<file path="src/rtl/hdmi_packet_pkg.sv">
// Shared HDMI data-island packet definitions: type codes and requester enum.
package hdmi_packet_pkg;

    // HDMI packet type codes carried in the packet header byte 0.
    localparam logic [7:0] PktNull    = 8'h00;
    localparam logic [7:0] PktAcr     = 8'h01;
    localparam logic [7:0] PktAudio   = 8'h02;
    localparam logic [7:0] PktAvi     = 8'h82;
    localparam logic [7:0] PktSpd     = 8'h83;
    localparam logic [7:0] PktAudioIf = 8'h84;

    // Requesters competing for a data-island slot, in no particular order.
    typedef enum logic [2:0] {
        ReqNull,
        ReqAcr,
        ReqAudio,
        ReqAvi,
        ReqAudioIf,
        ReqSpd
    } requester_e;

    // Map a requester to the packet type it transmits.
    function automatic logic [7:0] packet_code(requester_e req);
        logic [7:0] code;
        case (req)
            ReqAcr:     code = PktAcr;
            ReqAudio:   code = PktAudio;
            ReqAvi:     code = PktAvi;
            ReqAudioIf: code = PktAudioIf;
            ReqSpd:     code = PktSpd;
            default:    code = PktNull;
        endcase
        return code;
    endfunction

endpackage

</file>
<file path="src/rtl/data_island_scheduler.sv">
// Data-island slot scheduler: collects packet requests, grants one per
// accepted slot by fixed priority and holds the slot busy for one packet.
module data_island_scheduler
    import hdmi_packet_pkg::*;
#(
    parameter int unsigned PACKET_CYCLES = 32,
    parameter bit          SPD_ENABLE    = 1'b1
) (
    input  logic       clk_pixel,
    input  logic       reset,
    input  logic       packet_enable,
    input  logic       frame_start,
    input  logic       acr_toggle,
    input  logic       audio_req,
    output logic [7:0] packet_type,
    output logic       acr_ack,
    output logic       audio_ack,
    output logic       avi_ack,
    output logic       audio_if_ack,
    output logic       spd_ack,
    output logic       busy,
    output logic       overrun,
    output logic       acr_dropped
);

    localparam int unsigned   CntW    = (PACKET_CYCLES > 1) ? $clog2(PACKET_CYCLES) : 1;
    localparam logic [CntW-1:0] CntLast = CntW'(PACKET_CYCLES - 1);

    localparam logic [0:0] StIdle = 1'b0;
    localparam logic [0:0] StSend = 1'b1;

    logic [0:0]      state_q, state_d;
    logic [CntW-1:0] cnt_q, cnt_d;
    logic            acr_toggle_q;
    logic            acr_pend_q, acr_pend_d;
    logic            avi_pend_q, avi_pend_d;
    logic            aif_pend_q, aif_pend_d;
    logic            spd_pend_q, spd_pend_d;
    logic            overrun_q, overrun_d;
    logic            acr_dropped_q, acr_dropped_d;
    logic [7:0]      packet_type_q, packet_type_d;
    logic            acr_ack_q, audio_ack_q, avi_ack_q, aif_ack_q, spd_ack_q;

    logic            in_send;
    logic            send_last;
    logic            accept;
    logic            acr_edge;
    requester_e      winner;
    logic            grant_acr, grant_audio, grant_avi, grant_aif, grant_spd;

    assign in_send   = (state_q == StSend);
    // The final SEND cycle doubles as the hand-off cycle, so a slot pulse
    // exactly PACKET_CYCLES after the previous one is taken without a gap.
    assign send_last = in_send && (cnt_q == CntLast);
    assign accept    = packet_enable && (!in_send || send_last);
    assign acr_edge  = acr_toggle ^ acr_toggle_q;

    // Fixed-priority pick among the live requests; audio is a plain level.
    always_comb begin
        winner = ReqNull;
        if (acr_pend_q) begin
            winner = ReqAcr;
        end else if (audio_req) begin
            winner = ReqAudio;
        end else if (avi_pend_q) begin
            winner = ReqAvi;
        end else if (aif_pend_q) begin
            winner = ReqAudioIf;
        end else if (SPD_ENABLE && spd_pend_q) begin
            winner = ReqSpd;
        end
    end

    assign grant_acr   = accept && (winner == ReqAcr);
    assign grant_audio = accept && (winner == ReqAudio);
    assign grant_avi   = accept && (winner == ReqAvi);
    assign grant_aif   = accept && (winner == ReqAudioIf);
    assign grant_spd   = accept && (winner == ReqSpd);

    // Pending flags: a grant clears, a new request in the same cycle re-sets.
    always_comb begin
        acr_pend_d    = (acr_pend_q & ~grant_acr) | acr_edge;
        avi_pend_d    = (avi_pend_q & ~grant_avi) | frame_start;
        aif_pend_d    = (aif_pend_q & ~grant_aif) | frame_start;
        spd_pend_d    = (spd_pend_q & ~grant_spd) | (frame_start & SPD_ENABLE);
        acr_dropped_d = acr_dropped_q | (acr_edge & acr_pend_q & ~grant_acr);
        overrun_d     = overrun_q | (packet_enable & in_send & ~send_last);
    end

    // Slot FSM: IDLE until a slot is accepted, then SEND for PACKET_CYCLES.
    always_comb begin
        state_d = state_q;
        cnt_d   = cnt_q;
        case (state_q)
            StIdle: begin
                if (accept) begin
                    state_d = StSend;
                    cnt_d   = '0;
                end
            end
            StSend: begin
                if (accept) begin
                    cnt_d = '0;
                end else if (send_last) begin
                    state_d = StIdle;
                    cnt_d   = '0;
                end else begin
                    cnt_d = cnt_q + CntW'(1);
                end
            end
            default: begin
                state_d = StIdle;
                cnt_d   = '0;
            end
        endcase
    end

    // Packet type is captured on acceptance and held until the next one.
    always_comb begin
        packet_type_d = packet_type_q;
        if (accept) begin
            packet_type_d = packet_code(winner);
        end
    end

    // State, flags and registered outputs.
    always_ff @(posedge clk_pixel or posedge reset) begin
        if (reset) begin
            state_q       <= StIdle;
            cnt_q         <= '0;
            acr_toggle_q  <= 1'b0;
            acr_pend_q    <= 1'b0;
            avi_pend_q    <= 1'b0;
            aif_pend_q    <= 1'b0;
            spd_pend_q    <= 1'b0;
            overrun_q     <= 1'b0;
            acr_dropped_q <= 1'b0;
            packet_type_q <= PktNull;
            acr_ack_q     <= 1'b0;
            audio_ack_q   <= 1'b0;
            avi_ack_q     <= 1'b0;
            aif_ack_q     <= 1'b0;
            spd_ack_q     <= 1'b0;
        end else begin
            state_q       <= state_d;
            cnt_q         <= cnt_d;
            acr_toggle_q  <= acr_toggle;
            acr_pend_q    <= acr_pend_d;
            avi_pend_q    <= avi_pend_d;
            aif_pend_q    <= aif_pend_d;
            spd_pend_q    <= spd_pend_d;
            overrun_q     <= overrun_d;
            acr_dropped_q <= acr_dropped_d;
            packet_type_q <= packet_type_d;
            acr_ack_q     <= grant_acr;
            audio_ack_q   <= grant_audio;
            avi_ack_q     <= grant_avi;
            aif_ack_q     <= grant_aif;
            spd_ack_q     <= grant_spd;
        end
    end

    assign packet_type  = packet_type_q;
    assign acr_ack      = acr_ack_q;
    assign audio_ack    = audio_ack_q;
    assign avi_ack      = avi_ack_q;
    assign audio_if_ack = aif_ack_q;
    assign spd_ack      = spd_ack_q;
    assign busy         = in_send;
    assign overrun      = overrun_q;
    assign acr_dropped  = acr_dropped_q;

endmodule

</file>
<file path="config.mk">
export PLATFORM = sky130hd
export DESIGN_NAME = data_island_scheduler
export DESIGN_NICKNAME = d
export VERILOG_FILES = /design/src/rtl/hdmi_packet_pkg.sv /design/src/rtl/data_island_scheduler.sv
export SDC_FILE = /design/constraint.sdc
export NUM_CORES = 1
export LEC_CHECK = 0
export BUFFER_PORTS_ARGS = -buffer_cell sky130_fd_sc_hd__buf_4
export CORE_UTILIZATION = 55
export DETAILED_ROUTE_END_ITERATION = 16
export PLACE_DENSITY = 0.81
export SLEW_MARGIN = 25
export SYNTH_ARGS = -nofsm -noshare
export SYNTH_HDL_FRONTEND = slang
export SYNTH_SLANG_ARGS = --single-unit
</file>
<file path="constraint.sdc">
create_clock -name clk_pixel -period 3.2 [get_ports clk_pixel]
set_input_delay 0.48 -clock clk_pixel [delete_from_list [all_inputs] [get_ports clk_pixel]]
set_output_delay 0.48 -clock clk_pixel [all_outputs]
set_load 0.01 [all_outputs]
</file>
==> flow_summary.yaml <==
timing:
  period_share: 0.603
  fmax_ghz: 0.518
  finalSetupTns_ns: 0
  worst_slack_ns: 1.27
  min_period_ns: 1.93
  maxSlewHeadroom: 0.471
  rsz0062_at_grt: "no"
  skew_ns: 0.00230
  report.final.slew_viol_count: 0
  setup_viol: 0
  finalHoldViolations: 0
  worst_pin_slew_ns: 0.792
worst_setup_path:
  crit_type: "register to register"
  cp_max_fo: 10
  required_ns: 3.40
  cp_data_arrival_time_ns: 2.13
  end_kind: "register"
  start_kind: "register"
clock_tree:
  cts_resized: 0
  cts_root_buf: "clkbuf_4"
  cts.sinks: 22
  clk_pin_slew_worst_paths_ns: 0.12
  cts_htree_levels: 1
  post_cts_buffers: 0
  cts_tree: "built"
  clk_latency_ns: 0.30
  hold_buffers: 0
  numCtsBuffers: 3
  cts_buffer_depth: 2
floorplan:
  coreArea_um2: 1590
  die_area_um2: 1980
  die_w_um: 44.5
  dieHeight_um: 44.5
  start_util: 0.623
  rows: 14
  ios: 22
logic_synthesis:
  syn_inst: 79
  ys_seq_elements: 22
  yosys.area_share.adder: 0.0252
  yosysWarnings: 0
  avgSynthCellArea_um2: 12.6
  synth_mux_area_frac: 0.0151
  synth_top_family_by_area: "simple AND/OR/NAND/NOR gates"
  synth_compound_area_frac: 0.137
  syn-cell-area_um2: 993
  seq_area_frac_synth: 0.554
  yosys.area_share.simple: 0.191
  ys_types: 37
  synth-xor-area-share: 0.00882
pwr:
  ir_worst_vdd_uv: 415
  pwr_density_cell_nw_per_um2: 546
  p_leak_nw: 0.529
global_routing:
  antenna_found_initial: 0
  grt.overflow.total: 0
  grtUsageTotal: 0.207
  grt_pass1_wl_um: 2940
  grt_pass1_vias: 619
  grt_max_degree: 23
placed_design:
  dp_hpwl_um: 1200
  gp_congestion: 0.791
  numPortBuffers: 17
  dp_slack_ns: 1.29
drt:
  route.vias.total: 656
  viasPerCell: 5.42
  first_iter_violations: 23
  ant_nets: 0
  drt-wirelength-per-cell_um: 13.8
  routed_wl_um: 1670
  dr.pass1.iters: 4
  drc: 0
finish:
  n_antenna_cell: 0
  synthToLayoutAreaGrowth_pct: 15.4
  final_layout_size_suffix_gt1_frac: 0.361
  layout.nets: 106
flow_run:
  cap_violations: 0
outcome:
  status: "completed"
worst_hold_path:
  hp-class: "input port to register"
==> cell usage after synthesis (all sizes together) <==
| cell type | instances | area [µm²] |
|---|---|---|
| inv | 3 | 11.3 |
| nand3 | 2 | 22.5 |
| o22ai | 1 | 6.26 |
| buf | 6 | 52.6 |
| a21o | 3 | 23.8 |
| and3 | 3 | 20.0 |
| nor4b | 2 | 32.5 |
| nor3 | 2 | 15.0 |
| dfrtp | 22 | 551 |
| o22a | 2 | 20.0 |
| nor3b | 2 | 20.0 |
| nand2 | 4 | 22.5 |
| a221o | 1 | 10.0 |
| o2bb2ai | 2 | 17.5 |
| xor2 | 1 | 8.76 |
| a21oi | 2 | 10.0 |
| conb | 1 | 3.75 |
| or2b | 1 | 7.51 |
| ha | 2 | 25.0 |
| mux2 | 1 | 15.0 |
| nand2b | 2 | 15.0 |
| a31oi | 1 | 6.26 |
| a32o | 2 | 20.0 |
| o21ai | 1 | 5.00 |
| a31o | 2 | 17.5 |
| nor2 | 6 | 22.5 |
| or2 | 1 | 6.26 |
| or3 | 1 | 6.26 |
==> metrics by stage <==
step | power (mW) | util | cells | cell area (µm²) | hold WS [ns]
floorplan | 0.445 | - | 82 | 1000 | 0.469
global placement | 0.466 | 0.696 | 117 | 1110 | 0.456
detailed placement | 0.479 | 0.696 | 117 | 1110 | 0.456
CTS | 0.628 | 0.719 | 121 | 1150 | 0.300
global route | 0.659 | 0.719 | 121 | 1150 | 0.292
finish | 0.625 | 0.719 | 121 | 1150 | 0.300
==> flip-flops by register name, indices dropped and copies added (netlist names) <==
| register | cells |
|---|---|
| cnt_q | 5 |
| packet_type | 4 |
| acr_ack | 1 |
| acr_dropped | 1 |
| acr_pend_q | 1 |
| acr_toggle_q | 1 |
| aif_pend_q | 1 |
| audio_ack | 1 |
| audio_if_ack | 1 |
| avi_ack | 1 |
| avi_pend_q | 1 |
| busy | 1 |
| overrun | 1 |
| spd_ack | 1 |
| spd_pend_q | 1 |
==> layout make-up <==
class | instances | area, µm²
multi-input cells | 51 | 390
clock buffers | 4 | 36.3
repair buffers | 17 | 128
inverters | 3 | 11.3
fillers | 106 | 448
well taps | 24 | 30.0
flip-flops and latches | 22 | 551
==> report_power, final <==
group	leakage (nW)	internal, mW	switching [mW]	total [mW]
Clock	0.0210	0.0693	0.0803	0.150
Combinational	0.252	0.0689	0.0581	0.127
Sequential	0.256	0.314	0.0343	0.349
Total	0.529	0.453	0.173	0.625
==> layout by cell type (no fill, tap or decap), types with 2 or more instances in the layout <==
master,count
nand2_1,3
and3_1,2
buf_4,17
nor2_1,6
inv_1,3
clkbuf_4,3
a32o_1,2
a31o_2,2
conb_1,4
dfrtp_1,22
a21o_1,2
ha_1,2
o22a_2,2
o2bb2ai_1,2
a21oi_1,2
==> logic make-up after synthesis <==
family                     Yosys count
AOI/OAI and AO/OA                   17
xor gates and xnor gates             1
adders and majority gates            2
buffers and inverters                9
DFF                                 22
muxes                                1
other                                1
and+or+nand+nor                     26
==> layer usage <==
layer	vias to the layer above	GRT usage	part of all wire
li1	309	-	-
met1	325	0.282	0.46
met2	20	0.338	0.49
met3	2	0.0449	0.044
met4	0	0.0545	0.0060
met5	-	0	0
==> path summary, 6_finish.rpt <==
path | startpoint | to | slack (ns) | cells past startpoint
worst max-delay path | cnt_q[0] | packet_type[1] | 1.27 | 6
worst min-delay path | acr_toggle | acr_toggle_q | 0.30 | 1
max in group asynchronous | reset | cnt_q[1] | 2.39 | 2
min in group asynchronous | reset | audio_if_ack | 0.32 | 2
worst max register to register | cnt_q[0] | packet_type[1] | 1.27 | 6
worst min register to register | overrun | overrun | 0.48 | 1
==> critical path, stage by stage, from the launching register on <==
cell	delay (ns)
dfrtp_1	0.43
ha_1	0.23
and3_1	0.19
ha_1	0.21
nand2b_2	0.31
nand2_4	0.17
mux2_4	0.31
(Power assumes the default switching activity.)
